===== config.mk =====
export PLATFORM = sky130hd
export DESIGN_NAME = text_pixel_pipe_flat
export DESIGN_NICKNAME = d
export VERILOG_FILES = /design/src/rtl/text_pixel_pipe_if.sv /design/src/rtl/text_pixel_pipe.sv /design/src/flat_wrapper.sv
export SDC_FILE = /design/constraint.sdc
export NUM_CORES = 1
export LEC_CHECK = 0
export ABC_AREA = 1
export BUFFER_PORTS_ARGS = -buffer_cell sky130_fd_sc_hd__buf_2
export CAP_MARGIN = 20
export CORE_MARGIN = 4
export CORE_UTILIZATION = 52
export DETAILED_ROUTE_END_ITERATION = 12
export HOLD_SLACK_MARGIN = 0.15
export PLACE_DENSITY = 0.79
export SLEW_MARGIN = 10
export SYNTH_ARGS = -nofsm -noshare
export SYNTH_HDL_FRONTEND = slang
export SYNTH_SLANG_ARGS = --single-unit
export TNS_END_PERCENT = 100

===== constraint.sdc =====
create_clock -name clk -period 1.6 [get_ports clk]
set_input_delay 0.16 -clock clk [delete_from_list [all_inputs] [get_ports clk]]
set_output_delay 0.16 -clock clk [all_outputs]
set_load 0.1 [all_outputs]

===== src/rtl/text_pixel_pipe_if.sv =====
// Text RAM / font ROM read bus of the text pixel pipe.
// Both memories return data combinationally from the registered address.
interface text_pixel_pipe_if #(
  parameter int TA_W = 8,
  parameter int TD_W = 16,
  parameter int FA_W = 12,
  parameter int FR_W = 8
);
  logic            txt_rd_o;
  logic [TA_W-1:0] txt_addr_o;
  logic [TD_W-1:0] txt_data_i;
  logic            font_rd_o;
  logic [FA_W-1:0] font_addr_o;
  logic [FR_W-1:0] font_row_i;

  modport master (
    output txt_rd_o, txt_addr_o,
    output font_rd_o, font_addr_o,
    input  txt_data_i, font_row_i
  );

  modport slave (
    input  txt_rd_o, txt_addr_o,
    input  font_rd_o, font_addr_o,
    output txt_data_i, font_row_i
  );
endinterface


===== src/rtl/text_pixel_pipe.sv =====
// Text-mode pixel generator: coordinate -> char cell -> glyph bit,
// fixed 3-cycle latency with blinking cursor overlay.
module text_pixel_pipe #(
  parameter int COLS         = 64,
  parameter int ROWS         = 4,
  parameter int FONT_W       = 8,
  parameter int FONT_H       = 16,
  parameter int CHAR_W       = 8,
  parameter int COLOR_W      = 4,
  parameter int COORD_W      = 11,
  parameter int BLINK_FRAMES = 30,
  localparam int COL_W = (COLS > 1) ? $clog2(COLS) : 1,
  localparam int ROW_W = (ROWS > 1) ? $clog2(ROWS) : 1
) (
  input  logic               clk,
  input  logic               rst_n,
  input  logic               pix_valid_i,
  input  logic [COORD_W-1:0] horz_i,
  input  logic [COORD_W-1:0] vert_i,
  input  logic               frame_start_i,
  input  logic [COORD_W-1:0] win_x_i,
  input  logic [COORD_W-1:0] win_y_i,
  input  logic               enable_i,
  input  logic               cursor_en_i,
  input  logic [COL_W-1:0]   cursor_col_i,
  input  logic [ROW_W-1:0]   cursor_row_i,
  text_pixel_pipe_if.master  mem,
  output logic               pix_valid_o,
  output logic               pix_on_o,
  output logic [COLOR_W-1:0] color_o
);
  localparam int FX_W = $clog2(FONT_W);
  localparam int FY_W = $clog2(FONT_H);
  localparam int CELLS = COLS * ROWS;
  localparam int TA_W = (CELLS > 1) ? $clog2(CELLS) : 1;
  localparam int XW = COORD_W + 1;
  localparam int BC_W =
    (BLINK_FRAMES > 1) ? $clog2(BLINK_FRAMES) : 1;

  if ((FONT_W & (FONT_W - 1)) != 0) begin : g_fw_chk
    $error("FONT_W must be a power of 2");
  end
  if ((FONT_H & (FONT_H - 1)) != 0) begin : g_fh_chk
    $error("FONT_H must be a power of 2");
  end

  logic signed [XW-1:0] w_rx;
  logic signed [XW-1:0] w_ry;
  logic                 w_inwin;
  logic                 w_act;
  logic                 w_hit;
  logic [COL_W-1:0]     w_col;
  logic [ROW_W-1:0]     w_row;
  logic [FX_W-1:0]      w_bx;
  logic [FY_W-1:0]      w_gy;
  logic [TA_W-1:0]      w_taddr;

  logic [BC_W-1:0]      r_bcnt;
  logic                 r_phase;

  logic                 r_v1, r_a1, r_inv1;
  logic [FX_W-1:0]      r_bx1;
  logic [FY_W-1:0]      r_gy1;
  logic                 r_v2, r_a2, r_inv2;
  logic [FX_W-1:0]      r_bx2;
  logic [2*COLOR_W-1:0] r_attr2;

  logic [FX_W-1:0]      w_sel;
  logic                 w_on;
  logic [COLOR_W-1:0]   w_fg, w_bg;

  assign w_rx = $signed({1'b0, horz_i})
              - $signed({1'b0, win_x_i});
  assign w_ry = $signed({1'b0, vert_i})
              - $signed({1'b0, win_y_i});

  // sign bit clear means the coordinate is at or past the edge
  assign w_inwin =
    !w_rx[XW-1] && !w_ry[XW-1] &&
    ({1'b0, w_rx[XW-2:0]} < XW'(COLS * FONT_W)) &&
    ({1'b0, w_ry[XW-2:0]} < XW'(ROWS * FONT_H));

  assign w_col = w_rx[FX_W +: COL_W];
  assign w_row = w_ry[FY_W +: ROW_W];
  assign w_bx  = w_rx[FX_W-1:0];
  assign w_gy  = w_ry[FY_W-1:0];
  assign w_act = pix_valid_i & w_inwin & enable_i;

  assign w_hit = cursor_en_i & r_phase &
                 (w_col == cursor_col_i) &
                 (w_row == cursor_row_i);

  assign w_taddr = TA_W'(w_row) * TA_W'(COLS)
                 + TA_W'(w_col);

  always_ff @(posedge clk or negedge rst_n) begin
    if (!rst_n) begin
      r_bcnt  <= '0;
      r_phase <= 1'b1;
    end else if (frame_start_i) begin
      if (r_bcnt == BC_W'(BLINK_FRAMES - 1)) begin
        r_bcnt  <= '0;
        r_phase <= ~r_phase;
      end else begin
        r_bcnt <= r_bcnt + 1'b1;
      end
    end
  end

  always_ff @(posedge clk or negedge rst_n) begin
    if (!rst_n) begin
      r_v1           <= 1'b0;
      r_a1           <= 1'b0;
      r_inv1         <= 1'b0;
      r_bx1          <= '0;
      r_gy1          <= '0;
      mem.txt_rd_o   <= 1'b0;
      mem.txt_addr_o <= '0;
    end else begin
      r_v1         <= pix_valid_i;
      r_a1         <= w_act;
      r_inv1       <= w_hit;
      r_bx1        <= w_bx;
      r_gy1        <= w_gy;
      mem.txt_rd_o <= w_act;
      if (w_act) mem.txt_addr_o <= w_taddr;
    end
  end

  always_ff @(posedge clk or negedge rst_n) begin
    if (!rst_n) begin
      r_v2            <= 1'b0;
      r_a2            <= 1'b0;
      r_inv2          <= 1'b0;
      r_bx2           <= '0;
      r_attr2         <= '0;
      mem.font_rd_o   <= 1'b0;
      mem.font_addr_o <= '0;
    end else begin
      r_v2          <= r_v1;
      r_a2          <= r_a1;
      r_inv2        <= r_inv1;
      r_bx2         <= r_bx1;
      r_attr2       <= mem.txt_data_i[CHAR_W +: 2*COLOR_W];
      mem.font_rd_o <= r_a1;
      if (r_a1) begin
        mem.font_addr_o <=
          {mem.txt_data_i[CHAR_W-1:0], r_gy1};
      end
    end
  end

  // MSB of the glyph row is the leftmost pixel
  assign w_sel = FX_W'(FONT_W - 1) - r_bx2;
  assign w_on  = r_a2 & (mem.font_row_i[w_sel] ^ r_inv2);
  assign w_fg  = r_attr2[COLOR_W-1:0];
  assign w_bg  = r_attr2[2*COLOR_W-1:COLOR_W];

  always_ff @(posedge clk or negedge rst_n) begin
    if (!rst_n) begin
      pix_valid_o <= 1'b0;
      pix_on_o    <= 1'b0;
      color_o     <= '0;
    end else begin
      pix_valid_o <= r_v2;
      pix_on_o    <= w_on;
      if (!r_a2)     color_o <= '0;
      else if (w_on) color_o <= w_fg;
      else           color_o <= w_bg;
    end
  end
endmodule


===== src/flat_wrapper.sv =====
// flat-port wrapper written by rule: the top's interface ports become plain ports
module text_pixel_pipe_flat 
#(
  parameter int COLS         = 64,
  parameter int ROWS         = 4,
  parameter int FONT_W       = 8,
  parameter int FONT_H       = 16,
  parameter int CHAR_W       = 8,
  parameter int COLOR_W      = 4,
  parameter int COORD_W      = 11,
  parameter int BLINK_FRAMES = 30,
  localparam int COL_W = (COLS > 1) ? $clog2(COLS) : 1,
  localparam int ROW_W = (ROWS > 1) ? $clog2(ROWS) : 1
)
  (clk, rst_n, pix_valid_i, horz_i, vert_i, frame_start_i, win_x_i, win_y_i, enable_i, cursor_en_i, cursor_col_i, cursor_row_i, pix_valid_o, pix_on_o, color_o, mem_txt_rd_o, mem_txt_addr_o, mem_font_rd_o, mem_font_addr_o, mem_txt_data_i, mem_font_row_i);
  text_pixel_pipe_if mem_i ();
  input  logic clk;
  input  logic rst_n;
  input  logic pix_valid_i;
  input  logic [COORD_W-1:0] horz_i;
  input  logic [COORD_W-1:0] vert_i;
  input  logic frame_start_i;
  input  logic [COORD_W-1:0] win_x_i;
  input  logic [COORD_W-1:0] win_y_i;
  input  logic enable_i;
  input  logic cursor_en_i;
  input  logic [COL_W-1:0] cursor_col_i;
  input  logic [ROW_W-1:0] cursor_row_i;
  output logic pix_valid_o;
  output logic pix_on_o;
  output logic [COLOR_W-1:0] color_o;
  output wire logic [$bits(mem_i.txt_rd_o)-1:0] mem_txt_rd_o;
  output wire logic [$bits(mem_i.txt_addr_o)-1:0] mem_txt_addr_o;
  output wire logic [$bits(mem_i.font_rd_o)-1:0] mem_font_rd_o;
  output wire logic [$bits(mem_i.font_addr_o)-1:0] mem_font_addr_o;
  input wire logic [$bits(mem_i.txt_data_i)-1:0] mem_txt_data_i;
  input wire logic [$bits(mem_i.font_row_i)-1:0] mem_font_row_i;
  assign mem_txt_rd_o = mem_i.txt_rd_o;
  assign mem_txt_addr_o = mem_i.txt_addr_o;
  assign mem_font_rd_o = mem_i.font_rd_o;
  assign mem_font_addr_o = mem_i.font_addr_o;
  assign mem_i.txt_data_i = mem_txt_data_i;
  assign mem_i.font_row_i = mem_font_row_i;
  text_pixel_pipe #(.COLS(COLS), .ROWS(ROWS), .FONT_W(FONT_W), .FONT_H(FONT_H), .CHAR_W(CHAR_W), .COLOR_W(COLOR_W), .COORD_W(COORD_W), .BLINK_FRAMES(BLINK_FRAMES)) u_core (.clk(clk), .rst_n(rst_n), .pix_valid_i(pix_valid_i), .horz_i(horz_i), .vert_i(vert_i), .frame_start_i(frame_start_i), .win_x_i(win_x_i), .win_y_i(win_y_i), .enable_i(enable_i), .cursor_en_i(cursor_en_i), .cursor_col_i(cursor_col_i), .cursor_row_i(cursor_row_i), .mem(mem_i), .pix_valid_o(pix_valid_o), .pix_on_o(pix_on_o), .color_o(color_o));
endmodule

==> reports/qor.csv <==
metric,value,unit
worst hold endpoint,u_core.r_gy1[1]$_DFF_PN0_,
critical path class,in -> reg,
largest net degree at the start of global routing,57,
sw frac,35.3,%
Worst-path clk slew,0.09,ns
gpl congestion,0.902,
ys async rst share,100,%
Worst Min Path Start,vert_i[1],
worst slew pin tran,0.514,ns
clock share of power,19.6,%
Antenna Cells,0,
Synth Warn #,0,
Most common cell on crit path,nand2_1,
CTS Buffer Depth,2,
R2R Setup Slk,0.19,ns
CTS sink cnt,56,
Rel. slew slack,66.0,%
cells on worst reg2reg path,10,
Die Span Y,90.6,µm
Clk Tree Root Cell,clkbuf_8,
fin crit share,101,%
Worst Slack Setup Final,-0.00844,ns
fin crit period,1.61,ns
most frequent cells in the layout,"nand2_1 (137), buf_2 (108), inv_1 (77)",
share of cells above drive strength 1,36.1,%
"Hold Vio Cnt, Final",0,
CP Capture Type,register,
Final Max Tran Viols,0,
final wirelength,9.24,mm
mapped cell area,3540,µm²
Residual DRC,0,
Yosys top cell by area,dfrtp_1,
CTS Buf Count,5,
"Avg Cell Area, Syn",7.79,µm²
number of synthesized flops with an enable pin,0,
worst r2r dst,u_core.color_o[1]$_DFF_PN0_,
main flop type after synthesis,dfrtp_1,
drt wl/cell,12.7,µm
status,"finished, violations left",
Placed Cells incl. Taps,689,
CP max-delay cell,fa_2,
Die Footprint,8200,µm²
DPL Wire Length,6.85,mm
FF-to-FF Start,u_core.r_bx2[0]$_DFF_PN0_,
length of routed met2 wiring,4.82,mm
Gate power share,37.1,%
Internal,2.51,mW
synthesized instance count,455,
"Arr. time, crit path",1.84,ns
crit-path max FO,6,
starting DRC count in detailed routing,230,
unrepaired setup endpoints after global routing,yes,
wl on met1,3.78,mm
FP Rows,29,
I/O pins,110,
DR vias/cell,4.98,
critical path startpoint category,input pin,
IO buf count,109,
Max Fclk,0.622,GHz
cells along the critical path,buf_8 > inv_12 > ha_4 > inv_4 > fa_2 > nand2_2 > nand3_4 > nand3_2 > nand2_1 > nand2_1 > nand2_1 > inv_2 > nand3_4 > nor2_8 > buf_6 > nand4_1 > nand2_1,
failing checks,setup timing,
top sig layer,met4,
Fillers,456,
hold crit path type,in -> reg,
core area,6490,µm²
Reg power frac,43.2,%
VDD IR max,0.000440,V
CP peak stage delay,0.35,ns
NetSw,1.37,mW
first-pass GRT wire length,15.1,mm
Area Overhead vs Synth,43.4,%
Die W,90.6,µm
leakage power,3.02,nW
sequential fraction of the synthesis area,39.6,%
gr ovfl total,0,
"commonest non-fill, non-tap cell in the layout",nand2_1,
Layout Nets,756,
H-tree levels,2,
Syn Nets,563,
Final Power,3.89,mW
Routed Antenna Nets,0,
"non-filler cells, final",726,
antenna violations before repair,0,
Clock Skews,0.0127,ns
synth unique cells,35,
CP required,1.83,ns
# setup viols final,4,
Pwr per Cell Area,765,nW/µm²
share of the synthesized area in the top cell type,38.8,%
max-cap violations,0,
"Clk Latency, worst-skew pair",0.30,ns
Initial Util,54.6,%
"FF+latch count, synth",56,
Met3 Wirelength,447,µm
gr usage total,22.1,%
routed via count,3613,
main area contributors after synthesis,"dfrtp_1 (39%), nand2_1 (15%), inv_1 (8.6%), ha_1 (8.5%), nand3_1 (4.8%)",
CTS tree,yes,
via count of the first global-routing pass,3351,
DRT Pass-1 Iters,4,
WHS Path Cells,2,
[sequential cells by signal, summed over array words and instances, names as in the netlist, 3 cells and up]
register and count:
u_core.r_bx2 3, u_core.mem.txt_addr_o 8, u_core.r_attr2 8, u_core.mem.font_addr_o 12, u_core.r_gy1 4, u_core.r_bcnt 5
u_core.color_o 4, u_core.r_bx1 3
[kinds of logic (layout without fill, tap and decap cells)]
logic type / after synthesis / in the layout / share of synthesized area (%)
and+or+nand+nor: 242 / 243 / 31.9
buffers and inverters: 87 / 280 / 9.22
muxes: 12 / 12 / 3.81
AOI/OAI and AO/OA: 24 / 24 / 3.88
xor gates and xnor gates: 8 / 8 / 1.98
DFF: 56 / 56 / 39.6
adders and majority gates: 26 / 26 / 9.60
[how the worst max path moves through the flow]
stage	start	endpoint	slack, ns	cells past startpoint
2_1_floorplan	vert_i[0]	u_core.mem.txt_addr_o[1]$_DFFE_PN0P_	-0.13	16
3_3_place_gp	vert_i[0]	u_core.mem.txt_addr_o[1]$_DFFE_PN0P_	-0.30	17
3_5_place_dp	vert_i[0]	u_core.mem.txt_addr_o[1]$_DFFE_PN0P_	-0.40	17
4_1_cts	vert_i[0]	u_core.mem.txt_addr_o[7]$_DFFE_PN0P_	0.003	17
5_1_grt	vert_i[0]	u_core.mem.txt_addr_o[2]$_DFFE_PN0P_	-0.10	17
6_report	vert_i[0]	u_core.mem.txt_addr_o[5]$_DFFE_PN0P_	-0.008	17
[critical path: cells and delay by family]
| kind | cells | cell delay [ns] |
|---|---|---|
| adders and majority gates | 2 | 0.48 |
| and+or+nand+nor | 10 | 0.82 |
| buffers and inverters | 5 | 0.38 |
[final cells by class]
type	instances	area (µm²)	area share (%)
clock inverters	3	21.3	0.419
repair buffers	186	1220	24.0
inverters	86	338	6.65
clock buffers	5	68.8	1.35
multi-input cells	313	1940	38.1
flip-flops and latches	56	1400	27.6
well taps	77	96.3	1.90
[synthesized netlist by cell type, types with 3 or more instances]
master and instances:
nand2_2 8, a21oi_1 11, o21ai_0 6, inv_2 4, nor2_1 28, mux2_2 12, nand3_1 34, nand2_1 141
nand4_1 14, xor2_1 7, ha_1 24, dfrtp_1 55, nand3_4 3, inv_1 81
[through the flow]
step	worst slack, ns	hold WS [ns]	TNS, ns	instance area (µm²)	utilization, %
2_1_floorplan	-0.127	-0.136	-1.00	3600	-
3_3_place_gp	-0.300	0.176	-2.76	4630	71.3
3_5_place_dp	-0.399	0.176	-3.65	4630	71.3
4_1_cts	0.00294	0.187	0	5010	77.1
5_1_grt	-0.103	0.195	-0.711	5080	78.3
6_report	-0.00844	0.193	-0.0162	5080	78.3
[metal layers]
| layer | vias to the layer above | track usage [%] |
|---|---|---|
| met1 | 1660 | 27.8 |
| met5 | - | 0 |
| li1 | 1816 | - |
| met4 | 0 | 5.99 |
| met2 | 122 | 40.1 |
| met3 | 15 | 2.42 |
[power by group through the flow]
| stage | registers (mW) | clock network [mW] | logic [mW] |
|---|---|---|---|
| 2_1_floorplan | 1.82 | 0 | 0.697 |
| 3_3_place_gp | 1.68 | 0 | 1.29 |
| 3_5_place_dp | 1.70 | 0 | 1.33 |
| 4_1_cts | 1.67 | 0.767 | 1.40 |
| 5_1_grt | 1.70 | 0.841 | 1.61 |
| 6_report | 1.68 | 0.763 | 1.44 |
[timing repair]
action | in CTS | in global routing
endpoints found under the setup margin | 8 | 14
buffers inserted | 2 | 4
hold buffers | 22 | 0
resized for setup | 8 | 10
cloned | 1 | 0
pin swaps | 3 | 6
endpoints found under the hold margin | 78 | 0
(Power assumes the default switching activity.)
